## src/rtl/mem_port_arbiter.sv

```systemverilog
// -----------------------------------------------------------------------------
// mem_port_arbiter
//
// Shares one downstream memory port among PORTS requesters. Only one downstream
// transaction is outstanding at a time.
//
// Flow for each transaction:
//   1. A requester holds a command on its port.
//   2. The arbiter grants one requester and latches its command, address,
//      write data and mask.
//   3. The latched command is issued downstream once mem_busy_i is low.
//   4. On mem_done_i the granted requester gets read data (reads only) and a
//      one-cycle req_done_o pulse.
//
// Build option:
//   MEM_ARB_ROUND_ROBIN_EN  defined   : round-robin grant. The search starts
//                                       after the last granted port and wraps
//                                       from PORTS-1 to 0.
//                           undefined : fixed priority, lowest index wins.
//
// Parameters:
//   PORTS   number of requester ports (2..8)
//   ADDR_W  address width
//   DATA_W  data width (multiple of 8); mask width MW = DATA_W/8
//
// Ports:
//   clk, rst       clock (rising edge), synchronous active-high reset
//   req_rw_flag_i  per-port command, 2 bits each: 00 none, 01 read,
//                  10 write, 11 none
//   req_addr_i     per-port address
//   req_w_data_i   per-port write data
//   req_w_mask_i   per-port byte write mask
//   req_r_data_o   per-port read data, held until the next read completes
//   req_busy_o     per-port: request pending and not yet completed
//   req_done_o     per-port one-cycle completion pulse
//   mem_rw_flag_o  downstream command (same encoding), one cycle per issue
//   mem_addr_o     downstream address of the latched transaction
//   mem_w_data_o   downstream write data of the latched transaction
//   mem_w_mask_o   downstream write mask of the latched transaction
//   mem_r_data_i   downstream read data
//   mem_busy_i     downstream busy; stalls issue while high
//   mem_done_i     downstream completion
// -----------------------------------------------------------------------------
module mem_port_arbiter #(
    parameter int PORTS  = 2,
    parameter int ADDR_W = 32,
    parameter int DATA_W = 32
) (
    input  logic                        clk,
    input  logic                        rst,
    input  logic [2*PORTS-1:0]          req_rw_flag_i,
    input  logic [ADDR_W*PORTS-1:0]     req_addr_i,
    input  logic [DATA_W*PORTS-1:0]     req_w_data_i,
    input  logic [(DATA_W/8)*PORTS-1:0] req_w_mask_i,
    output logic [DATA_W*PORTS-1:0]     req_r_data_o,
    output logic [PORTS-1:0]            req_busy_o,
    output logic [PORTS-1:0]            req_done_o,
    output logic [1:0]                  mem_rw_flag_o,
    output logic [ADDR_W-1:0]           mem_addr_o,
    output logic [DATA_W-1:0]           mem_w_data_o,
    output logic [(DATA_W/8)-1:0]       mem_w_mask_o,
    input  logic [DATA_W-1:0]           mem_r_data_i,
    input  logic                        mem_busy_i,
    input  logic                        mem_done_i
);

    localparam int MW    = DATA_W / 8;
    localparam int PTR_W = (PORTS > 1) ? $clog2(PORTS) : 1;

    localparam logic [1:0] CMD_NONE  = 2'b00;
    localparam logic [1:0] CMD_READ  = 2'b01;
    localparam logic [1:0] CMD_WRITE = 2'b10;

    typedef enum logic [1:0] {
        S_IDLE,
        S_ISSUE,
        S_WAIT
    } state_t;

    state_t             state_q, state_d;
    logic [PTR_W-1:0]   grant_q;
    logic [1:0]         cmd_q;
    logic [ADDR_W-1:0]  addr_q;
    logic [DATA_W-1:0]  wdata_q;
    logic [MW-1:0]      wmask_q;
    logic [PORTS-1:0]   done_q;
    logic [DATA_W-1:0]  rdata_q [PORTS];

    logic [PORTS-1:0]   valid;
    logic [PORTS-1:0]   done_hit;
    logic               win_found;
    logic [PTR_W-1:0]   win_idx;
    logic               grant_now;
    logic [1:0]         sel_cmd;
    logic [ADDR_W-1:0]  sel_addr;
    logic [DATA_W-1:0]  sel_wdata;
    logic [MW-1:0]      sel_wmask;

    // Per-port decode, busy, completion and read-data registers.
    for (genvar g = 0; g < PORTS; g++) begin : g_port
        assign valid[g] = (req_rw_flag_i[2*g +: 2] == CMD_READ) ||
                          (req_rw_flag_i[2*g +: 2] == CMD_WRITE);

        assign done_hit[g] = (state_q == S_WAIT) && mem_done_i &&
                             (grant_q == PTR_W'(g));

        // A port is busy while it presents a command or owns the transaction.
        // In its completion cycle it is not busy, even if the command is held.
        assign req_busy_o[g] = !rst && !done_q[g] &&
                               (valid[g] ||
                                ((state_q != S_IDLE) && (grant_q == PTR_W'(g))));

        // NOTE: these are data registers, but they are visible outputs that
        // must read zero after reset, so they are reset like control state.
        always_ff @(posedge clk) begin
            if (rst) begin
                rdata_q[g] <= '0;
            end else if (done_hit[g] && (cmd_q == CMD_READ)) begin
                rdata_q[g] <= mem_r_data_i;
            end
        end

        assign req_r_data_o[DATA_W*g +: DATA_W] = rdata_q[g];
    end

`ifdef MEM_ARB_ROUND_ROBIN_EN
    // Last granted port. After reset it is PORTS-1, so port 0 is searched first.
    logic [PTR_W-1:0] last_q;

    always_ff @(posedge clk) begin
        if (rst) begin
            last_q <= PTR_W'(PORTS - 1);
        end else if (grant_now) begin
            last_q <= win_idx;
        end
    end

    always_comb begin
        int cand;
        win_found = 1'b0;
        win_idx   = '0;
        cand      = 0;
        for (int k = 1; k <= PORTS; k++) begin
            cand = (int'(last_q) + k) % PORTS;
            if (!win_found && valid[cand]) begin
                win_found = 1'b1;
                win_idx   = PTR_W'(cand);
            end
        end
    end
`else
    // Fixed priority. The loop scans downward, so the lowest requesting index
    // is written last and wins.
    always_comb begin
        win_found = 1'b0;
        win_idx   = '0;
        for (int p = PORTS - 1; p >= 0; p--) begin
            if (valid[p]) begin
                win_found = 1'b1;
                win_idx   = PTR_W'(p);
            end
        end
    end
`endif

    // No grant is made in a completion cycle. This keeps a held command from
    // being reissued. In fixed-priority mode it also lets the lower-index port
    // keep the memory if it presents a new command right after its pulse.
    assign grant_now = (state_q == S_IDLE) && !(|done_q) && win_found;

    always_comb begin
        sel_cmd   = CMD_NONE;
        sel_addr  = '0;
        sel_wdata = '0;
        sel_wmask = '0;
        for (int p = 0; p < PORTS; p++) begin
            if (win_idx == PTR_W'(p)) begin
                sel_cmd   = req_rw_flag_i[2*p +: 2];
                sel_addr  = req_addr_i[ADDR_W*p +: ADDR_W];
                sel_wdata = req_w_data_i[DATA_W*p +: DATA_W];
                sel_wmask = req_w_mask_i[MW*p +: MW];
            end
        end
    end

    // Next-state and downstream command.
    always_comb begin
        // NOTE: every output of this block gets a default first, so no path
        // leaves a value unassigned and no latch can be inferred.
        state_d       = state_q;
        mem_rw_flag_o = CMD_NONE;
        case (state_q)
            S_IDLE: begin
                if (grant_now) begin
                    state_d = S_ISSUE;
                end
            end
            S_ISSUE: begin
                if (!mem_busy_i) begin
                    mem_rw_flag_o = cmd_q;
                    state_d       = S_WAIT;
                end
            end
            S_WAIT: begin
                if (mem_done_i) begin
                    state_d = S_IDLE;
                end
            end
            default: state_d = S_IDLE;
        endcase
    end

    // NOTE: non-blocking assignments make all registers update together at
    // the edge, so the order of the statements below does not matter.
    always_ff @(posedge clk) begin
        if (rst) begin
            state_q <= S_IDLE;
            grant_q <= '0;
            cmd_q   <= CMD_NONE;
            addr_q  <= '0;
            wdata_q <= '0;
            wmask_q <= '0;
            done_q  <= '0;
        end else begin
            state_q <= state_d;
            done_q  <= done_hit;
            if (grant_now) begin
                grant_q <= win_idx;
                cmd_q   <= sel_cmd;
                addr_q  <= sel_addr;
                wdata_q <= sel_wdata;
                wmask_q <= sel_wmask;
            end
        end
    end

    assign req_done_o   = done_q;
    assign mem_addr_o   = addr_q;
    assign mem_w_data_o = wdata_q;
    assign mem_w_mask_o = wmask_q;

endmodule

```

## config.mk

```make
export PLATFORM = sky130hd
export DESIGN_NAME = mem_port_arbiter
export DESIGN_NICKNAME = d
export VERILOG_FILES = /design/src/rtl/mem_port_arbiter.sv
export SDC_FILE = /design/constraint.sdc
export NUM_CORES = 1
export LEC_CHECK = 0
export ABC_AREA = 1
export BUFFER_PORTS_ARGS = -buffer_cell sky130_fd_sc_hd__buf_2
export CAP_MARGIN = 20
export CORE_UTILIZATION = 47
export DETAILED_ROUTE_END_ITERATION = 8
export PLACE_DENSITY = 0.81
export SKIP_CTS_REPAIR_TIMING = 1
export SLEW_MARGIN = 40
export SYNTH_ARGS = -nofsm -noshare
export SYNTH_HDL_FRONTEND = slang
export SYNTH_SLANG_ARGS = --single-unit
```

## constraint.sdc

```tcl
create_clock -name clk -period 6.5 [get_ports clk]
set_clock_uncertainty 0.2 [all_clocks]
set_input_delay 0.975 -clock clk [delete_from_list [all_inputs] [get_ports clk]]
set_output_delay 0.975 -clock clk [all_outputs]
set_load 0.03 [all_outputs]
```

==> results of run 1 <==
==> cell usage in the layout, fill, tap and decap left out, types with 2 or more instances in the layout <==
cell	synthesis	routed
buf_2	13	312
inv_1	181	181
nand2_1	155	153
nand3_1	139	139
dfxtp_1	75	75
nor2_1	72	72
edfxtp_1	64	64
a21oi_2	54	54
a21oi_1	18	18
clkbuf_16	0	17
inv_6	0	6
nand2_2	4	5
buf_4	0	5
clkinvlp_4	0	4
nor3_1	3	3
inv_8	0	3
nand2_4	1	2
o21ai_0	2	2
bufinv_16	0	2
buf_6	12	2
==> cell usage after synthesis <==
cell type	instances
o22ai_1	1
nand3_1	139
dfxtp_1	75
inv_2	1
o21ai_0	2
a21oi_2	54
nand2_4	1
nand2_2	4
nand2_1	155
nor2_1	72
buf_6	12
buf_2	13
nor2_4	1
nand4_1	1
nor2_2	1
o31ai_1	1
a21oi_1	18
buf_8	1
nor3_1	3
inv_1	181
clkbuf_1	13
o41ai_1	1
nor3_2	1
buf_1	11
edfxtp_1	64
==> logic make-up (layout without fill, tap and decap cells) <==
logic type / after synthesis / after routing / share of synthesized area, %
buffers and inverters: 232 / 533 / 14.9
AND/OR/NAND/NOR: 378 / 378 / 24.6
flip-flops: 139 / 139 / 51.6
AO/OA/AOI/OAI: 77 / 77 / 8.97
==> worst min path at each step <==
stage / start / to / slack (ps) / cells past startpoint
floorplan: grant_q / req_done_o[0] / 290 / 1
global placement: mem_w_data_o[19] / mem_w_data_o[19] / 300 / 4
detailed placement: mem_w_data_o[17] / mem_w_data_o[17] / 310 / 4
CTS: mem_w_data_o[17] / mem_w_data_o[17] / 320 / 4
global route: mem_w_data_o[16] / mem_w_data_o[16] / 350 / 4
finish: mem_w_data_o[16] / mem_w_data_o[16] / 320 / 4
==> registers in the layout, indices dropped and copies added, names as in the netlist <==
name and cells:
mem_w_data_o 32, mem_addr_o 32, grant_q 1, mem_w_mask_o 4, state_q 2, rdata_q 64, req_done_o 2, cmd_q 2
==> final cells by class <==
| class | count | area share [%] |
|---|---|---|
| Tap cell | 180 | 2.55 |
| Clock buffer | 17 | 4.82 |
| Multi-Input combinational cell | 455 | 25.6 |
| Sequential cell | 139 | 38.8 |
| Clock inverter | 15 | 2.00 |
| Inverter | 182 | 7.78 |
| Timing Repair Buffer | 319 | 18.4 |
==> routing by layer <==
metal	global-route usage [%]	routed length (um)	vias to the layer above
met4	10.5	432	0
li1	-	-	3134
met2	40.3	8590	259
met3	8.18	1540	34
met1	27.5	6860	2794
met5	0	0	-
==> where the power goes <==
group	switching [mW]	internal (mW)
logic	0.428	0.189
clock network	0.404	0.579
registers	0.0389	0.994
total	0.871	1.76
==> worst register-to-register path: stages, from the launching register on <==
cell and delay [ps]:
dfxtp_1 350, nor2_2 150, inv_1 100, nor2_4 140
nand2_4 80, inv_4 470, nand3_1 280, nand2_1 130
inv_1 40
==> flow_summary.json, run 1 <==
{
  "synth_area_um2": 6640,
  "path_clk_slew_ps": 60,
  "ios": 314,
  "post-synth-top-area-cell": "edfxtp_1",
  "ant_nets": 0,
  "hold_path.class": "flip-flop to flip-flop",
  "final_nets": 1290,
  "start_util_pct": 48.0,
  "crit_start": "req_rw_flag_i[2]",
  "cts-root-buf": "clkbuf_16",
  "cp_top_family": "buffers and inverters",
  "status": "complete, no violations",
  "synth.top_cell.area_share_pct": 28.9,
  "reg2reg_depth": 8,
  "period_needed_ps": 3480,
  "crit_type": "primary input to output pin",
  "stdcell_count": 1307,
  "drc": 0,
  "die_area_um2": 14600,
  "fp.dieH_um": 121,
  "multi_input_area_um2": 2260,
  "crit_top_cell": "buf_2",
  "post_drt_via_cell_ratio": 4.76,
  "dpl_worst_slack_ps": 3000,
  "leakage_nw": 4.83,
  "grt_pass1_vias": 5594,
  "rsz0062_at_grt": "false",
  "max_freq_mhz": 288,
  "clockBufferDepth": 2,
  "num_rows": 43,
  "hold_viol": 0,
  "ys_types": 25,
  "worstSkewPairLatency_ps": 420,
  "dr.pass1.iters": 4,
  "wl_per_cell_um": 13.3,
  "endpoint": "req_busy_o[1]",
  "min_period_over_period_pct": 53.5,
  "fin_util_pct": 63.8,
  "numCtsBuffers": 17,
  "grt.overflow.total": 0,
  "vdd.ir_drop.worst_mv": 0.144,
  "powerDensity_nw_per_um2": 299,
  "synth_area_leaders": "edfxtp_1, dfxtp_1, nand3_1, inv_1, nand2_1",
  "seqCellArea_um2": 3420,
  "postSynthCellCount": 826,
  "ys_warn_count": 0,
  "cts_tree": "yes",
  "grt_pass1_wl_um": 27000,
  "hpwl_um": 12100,
  "r2r_end": "mem_w_data_o[29]",
  "ys_ff_latch": 139,
  "grt_usage_pct": 23.9,
  "fin_ws_ps": 3020,
  "worstPathCellList": "buf_2 -> inv_1 -> nand2_1 -> nand2_2 -> buf_4 -> a21oi_1 -> nor3_1 -> buf_2",
  "crit_fanout": 71,
  "r2r-start": "state_q[1]",
  "syn_area_per_cell_um2": 8.04,
  "drv_cap": 0,
  "die_x_um": 121,
  "portBuffers": 313,
  "synth_nets": 1002,
  "place_inst": 1275,
  "drv_slew": 0,
  "finalPower_mw": 2.63,
  "placed_area_um2": 8220,
  "setup_tns_ps": 0,
  "cp.arrival_ps": 2300,
  "grt_max_degree": 75,
  "n_fill_cell": 1185,
  "antenna_found_initial": 0,
  "setup-violations-final": 0,
  "cp_slowest_cell": "buf_4",
  "holdWs_ps": 325,
  "diodes": 0,
  "ys_seq_area_share_pct": 51.6,
  "worst_pin_slew_ps": 803,
  "first_iter_violations": 471,
  "r2r_slack_ps": 4460,
  "gp_congestion": 0.842,
  "crit_required_ps": 5320,
  "vias": 6221,
  "core_area_um2": 13800,
  "drt-total-wl_um": 17400,
  "cp-end-kind": "output pin",
  "worst-path-buf-inv": 4,
  "critical_path.max_stage_delay_ps": 550,
  "start_kind": "primary input",
  "worst-path-stages": 8,
  "layout-drive-gt1-share_pct": 37.1,
  "slew_headroom_pct": 46.5,
  "clock-sinks": 139,
  "syn_to_final_growth_pct": 32.8,
  "htreeDepth": 4,
  "design_area_um2": 8820
}
No activity file was read; power rests on OpenSTA's default activity.
==> inputs of run 2 (changes only) <==
==> constraint.sdc (replaced) <==
create_clock -name clk -period 3.55 [get_ports clk]
set_clock_uncertainty 0.2 [all_clocks]
set_input_delay 0.5325 -clock clk [delete_from_list [all_inputs] [get_ports clk]]
set_output_delay 0.5325 -clock clk [all_outputs]
set_load 0.03 [all_outputs]
==> flow_summary.json, run 2 (synthesized netlist as in run 1, its figures left out) <==
{
  "setup_tns_ps": 0,
  "cp_slowest_cell": "dfxtp_1",
  "grt_pass1_wl_um": 27300,
  "leakage_nw": 4.87,
  "wl_met1_um": 6770,
  "start_kind": "flip-flop",
  "r2r_end": "mem_addr_o[22]",
  "crit_top_cell": "inv_1",
  "htreeDepth": 4,
  "hold_viol": 0,
  "largest_register": "rdata_q",
  "cts-root-buf": "clkbuf_16",
  "worstSkewPairLatency_ps": 400,
  "setup-violations-final": 0,
  "path_clk_slew_ps": 60,
  "r2r-start": "state_q[1]",
  "hpwl_um": 12300,
  "crit_type": "flip-flop to output pin",
  "die_area_um2": 14600,
  "crit_required_ps": 2820,
  "worst_pin_slew_ps": 775,
  "dpl_worst_slack_ps": 977,
  "worst-path-stages": 5,
  "r2r_slack_ps": 1290,
  "antenna_found_initial": 2,
  "worstPathCellList": "inv_1 -> nor2_1 -> inv_1 -> nor3_1 -> buf_2",
  "first_iter_violations": 365,
  "status": "complete, no violations",
  "clockBufferDepth": 2,
  "whs_endpoint": "req_done_o[0]",
  "dr.pass1.iters": 5,
  "grt.overflow.total": 0,
  "worst-path-buf-inv": 3,
  "cp_top_family": "buffers and inverters",
  "crit_fanout": 4,
  "drv_slew": 0,
  "route.met2.wl_um": 8500,
  "numCtsBuffers": 17,
  "fin_ws_ps": 1230,
  "cp.arrival_ps": 1580,
  "critical_path.max_stage_delay_ps": 340,
  "syn_to_final_growth_pct": 33.8,
  "wl_per_cell_um": 13.2,
  "core_area_um2": 13800,
  "powerDensity_nw_per_um2": 549,
  "drt-total-wl_um": 17300,
  "whs_path_depth": 2,
  "die_x_um": 121,
  "largest_reg_flops": 64,
  "final_nets": 1296,
  "cts_tree": "yes",
  "gp_congestion": 0.832,
  "post_drt_via_cell_ratio": 4.79,
  "clock-sinks": 139,
  "cp-end-kind": "output pin",
  "n_fill_cell": 1195,
  "fp.dieH_um": 121,
  "placed_area_um2": 8260,
  "design_area_um2": 8890,
  "grt_pass1_vias": 5733,
  "top_layer": "met4",
  "max_freq_mhz": 432,
  "drv_cap": 0,
  "period_needed_ps": 2320,
  "drc": 0,
  "num_rows": 43,
  "final_cell_mix": "buf_2, inv_1, nand2_1, nand3_1, dfxtp_1",
  "place_inst": 1281,
  "vdd.ir_drop.worst_mv": 0.299,
  "reg2reg_depth": 9,
  "grt_max_degree": 70,
  "slew_headroom_pct": 48.3,
  "grt_usage_pct": 24.2,
  "rsz0062_at_grt": "false",
  "portBuffers": 313,
  "start_util_pct": 48.0,
  "min_period_over_period_pct": 65.2,
  "ios": 314,
  "stdcell_count": 1314,
  "routed-wl-met3_um": 1510,
  "hold_path.class": "primary input to flip-flop",
  "layout-drive-gt1-share_pct": 37.2,
  "final_common_cell": "buf_2",
  "vias": 6288,
  "ant_nets": 0,
  "finalPower_mw": 4.88,
  "hold_start": "rst"
}
## run 2: routing by layer
layer  track usage, %  up-vias
li1                 -     3148
met1             27.8     2816
met2             40.4      289
met3             8.08       35
met4             11.7        0
met5                0        -
## run 2: through the flow
step / hold WS (ps) / utilization [%]
final: 191 / 64.3
after global routing: 183 / 64.3
after CTS: 171 / 64.2
after detailed placement: 315 / 59.7
after global placement: 305 / 59.7
after floorplan: 306 / -
## run 2: final cells by class
| class | count | area (um2) | area share [%] |
|---|---|---|---|
| repair buffers | 325 | 1660 | 18.7 |
| flip-flops and latches | 139 | 3420 | 38.5 |
| multi-input cells | 455 | 2270 | 25.5 |
| inverters | 182 | 683 | 7.69 |
| well taps | 180 | 225 | 2.53 |
| diodes | 1 | 2.50 | 0.0282 |
| clock inverters | 14 | 194 | 2.18 |
| clock buffers | 18 | 429 | 4.83 |
## run 2: how the worst max path moves through the flow
stage,start,end
final,state_q[0],mem_rw_flag_o[0]
after global routing,state_q[0],mem_rw_flag_o[0]
after CTS,state_q[1],mem_addr_o[22]
after detailed placement,req_rw_flag_i[0],mem_addr_o[22]
after global placement,req_rw_flag_i[0],mem_addr_o[21]
after floorplan,mem_done_i,rdata_q[0][0]
## run 2: power by group
part	switching [mW]	total [mW]	internal (mW)	leakage (nW)
registers	0.0702	1.89	1.82	1.28
logic	0.789	1.14	0.350	3.29
clock network	0.669	1.85	1.18	0.301
total	1.53	4.88	3.35	4.87
## run 2: worst reg2reg max path, stage by stage, from the launching register on
cell     delay, ps
dfxtp_1        350
nor2_2         130
inv_1           80
nor2_4         110
nand2_4        220
inv_2          490
buf_4          340
nand3_1        130
nand2_1         80
inv_1           30
==> inputs of run 3 (changes only) <==
==> constraint.sdc (replaced) <==
create_clock -name clk -period 2.4 [get_ports clk]
set_clock_uncertainty 0.2 [all_clocks]
set_input_delay 0.36 -clock clk [delete_from_list [all_inputs] [get_ports clk]]
set_output_delay 0.36 -clock clk [all_outputs]
set_load 0.03 [all_outputs]
==> flow_summary.json, run 3 (synthesized netlist as in run 1, its figures left out) <==
{
  "status": "complete, no violations",
  "vias": 6352,
  "n_fill_cell": 1168,
  "final_cell_mix": "buf_2, inv_1, nand2_1, nand3_1, dfxtp_1",
  "reg2reg_depth": 3,
  "whs_path_depth": 3,
  "grt_pass1_vias": 5623,
  "hold_path.class": "primary input to flip-flop",
  "cts-root-buf": "clkbuf_16",
  "worstSkewPairLatency_ps": 410,
  "drc": 0,
  "die_x_um": 121,
  "slew_headroom_pct": 52.4,
  "drv_cap": 0,
  "grt_max_degree": 71,
  "first_iter_violations": 342,
  "leakage_nw": 4.89,
  "seqCellArea_um2": 3420,
  "place_inst": 1281,
  "drt-total-wl_um": 17400,
  "antenna_found_initial": 2,
  "crit_type": "primary input to output pin",
  "period_needed_ps": 2250,
  "post_drt_via_cell_ratio": 4.83,
  "path_clk_slew_ps": 60,
  "grt_usage_pct": 24.1,
  "hold_viol": 0,
  "rsz0062_at_grt": "false",
  "setup-violations-final": 0,
  "portBuffers": 313,
  "gp_congestion": 0.838,
  "clock-sinks": 139,
  "final_nets": 1297,
  "crit_required_ps": 1840,
  "final_common_cell": "buf_2",
  "ios": 314,
  "largest_reg_flops": 64,
  "fp.dieH_um": 121,
  "cts_tree": "yes",
  "wl_per_cell_um": 13.2,
  "drv_slew": 0,
  "multi_input_area_um2": 2270,
  "numCtsBuffers": 17,
  "core_area_um2": 13800,
  "setup_tns_ps": 0,
  "worst_pin_slew_ps": 714,
  "grt.overflow.total": 0,
  "clockBufferDepth": 2,
  "start_util_pct": 48.0,
  "stdcell_count": 1316,
  "htreeDepth": 4,
  "die_area_um2": 14600,
  "syn_to_final_growth_pct": 34.6,
  "num_rows": 43,
  "cp.arrival_ps": 1690,
  "layout-drive-gt1-share_pct": 37.1,
  "start_kind": "primary input",
  "vdd.ir_drop.worst_mv": 0.423,
  "ant_nets": 0,
  "cp-end-kind": "output pin",
  "powerDensity_nw_per_um2": 807,
  "crit_fanout": 6,
  "hpwl_um": 12300,
  "grt_pass1_wl_um": 27200,
  "largest_register": "rdata_q",
  "finalPower_mw": 7.21,
  "min_period_over_period_pct": 93.7,
  "max_freq_mhz": 445,
  "dr.pass1.iters": 5
}
==> run 3: changes by cell type in the layout (fill, tap and decap cells not counted), sizes merged <==
cell and delta:
bufinv -1, inv +4, dlygate4sd3 +1, clkinv -4, clkinvlp +1, diode +1
==> run 3: cell type report <==
class                   count  share of cell area (%)
flip-flops and latches    139                    38.3
multi-input cells         455                    25.4
repair buffers            326                    19.2
inverters                 182                    7.64
clock buffers              18                    4.80
well taps                 180                    2.52
clock inverters            14                    2.07
diodes                      2                  0.0560
==> run 3: power by group <==
part | internal (mW) | switching, mW | total, mW
Sequential | 2.69 | 0.103 | 2.79
Clock | 1.66 | 1.04 | 2.71
Combinational | 0.540 | 1.17 | 1.71
Total | 4.89 | 2.32 | 7.21
==> run 3: worst paths after layout <==
path	to	slack [ps]	startpoint
setup reg to reg	rdata_q[1][20]	520	grant_q
hold / removal	state_q[0]	30	mem_busy_i
hold reg to reg	mem_w_data_o[15]	320	mem_w_data_o[15]
setup / recovery	req_busy_o[0]	150	rst
==> run 3: through the flow <==
step	hold WS (ps)	cell area [um2]	setup slack, ps	utilization [%]
after floorplan	237	6670	105	-
after global placement	307	8310	452	60.1
after detailed placement	316	8310	421	60.1
after CTS	-45.9	8920	350	64.5
after global routing	34.0	8940	66.8	64.6
final	31.8	8940	150	64.6
==> run 3: metal layers <==
layer  vias up  global-route usage, %  share of wire, %
met4         0                   11.4               2.8
met1      2870                   28.2                39
met3        33                   7.28               8.9
li1       3154                      -                 -
met2       295                   40.1                49
met5         -                      0                 0
==> run 3: worst max-delay path, cell delays in order <==
cell,delay [ps]
dlygate4sd3_1,540
buf_4,170
inv_1,220
nand2_1,110
nor2_1,90
buf_2,210
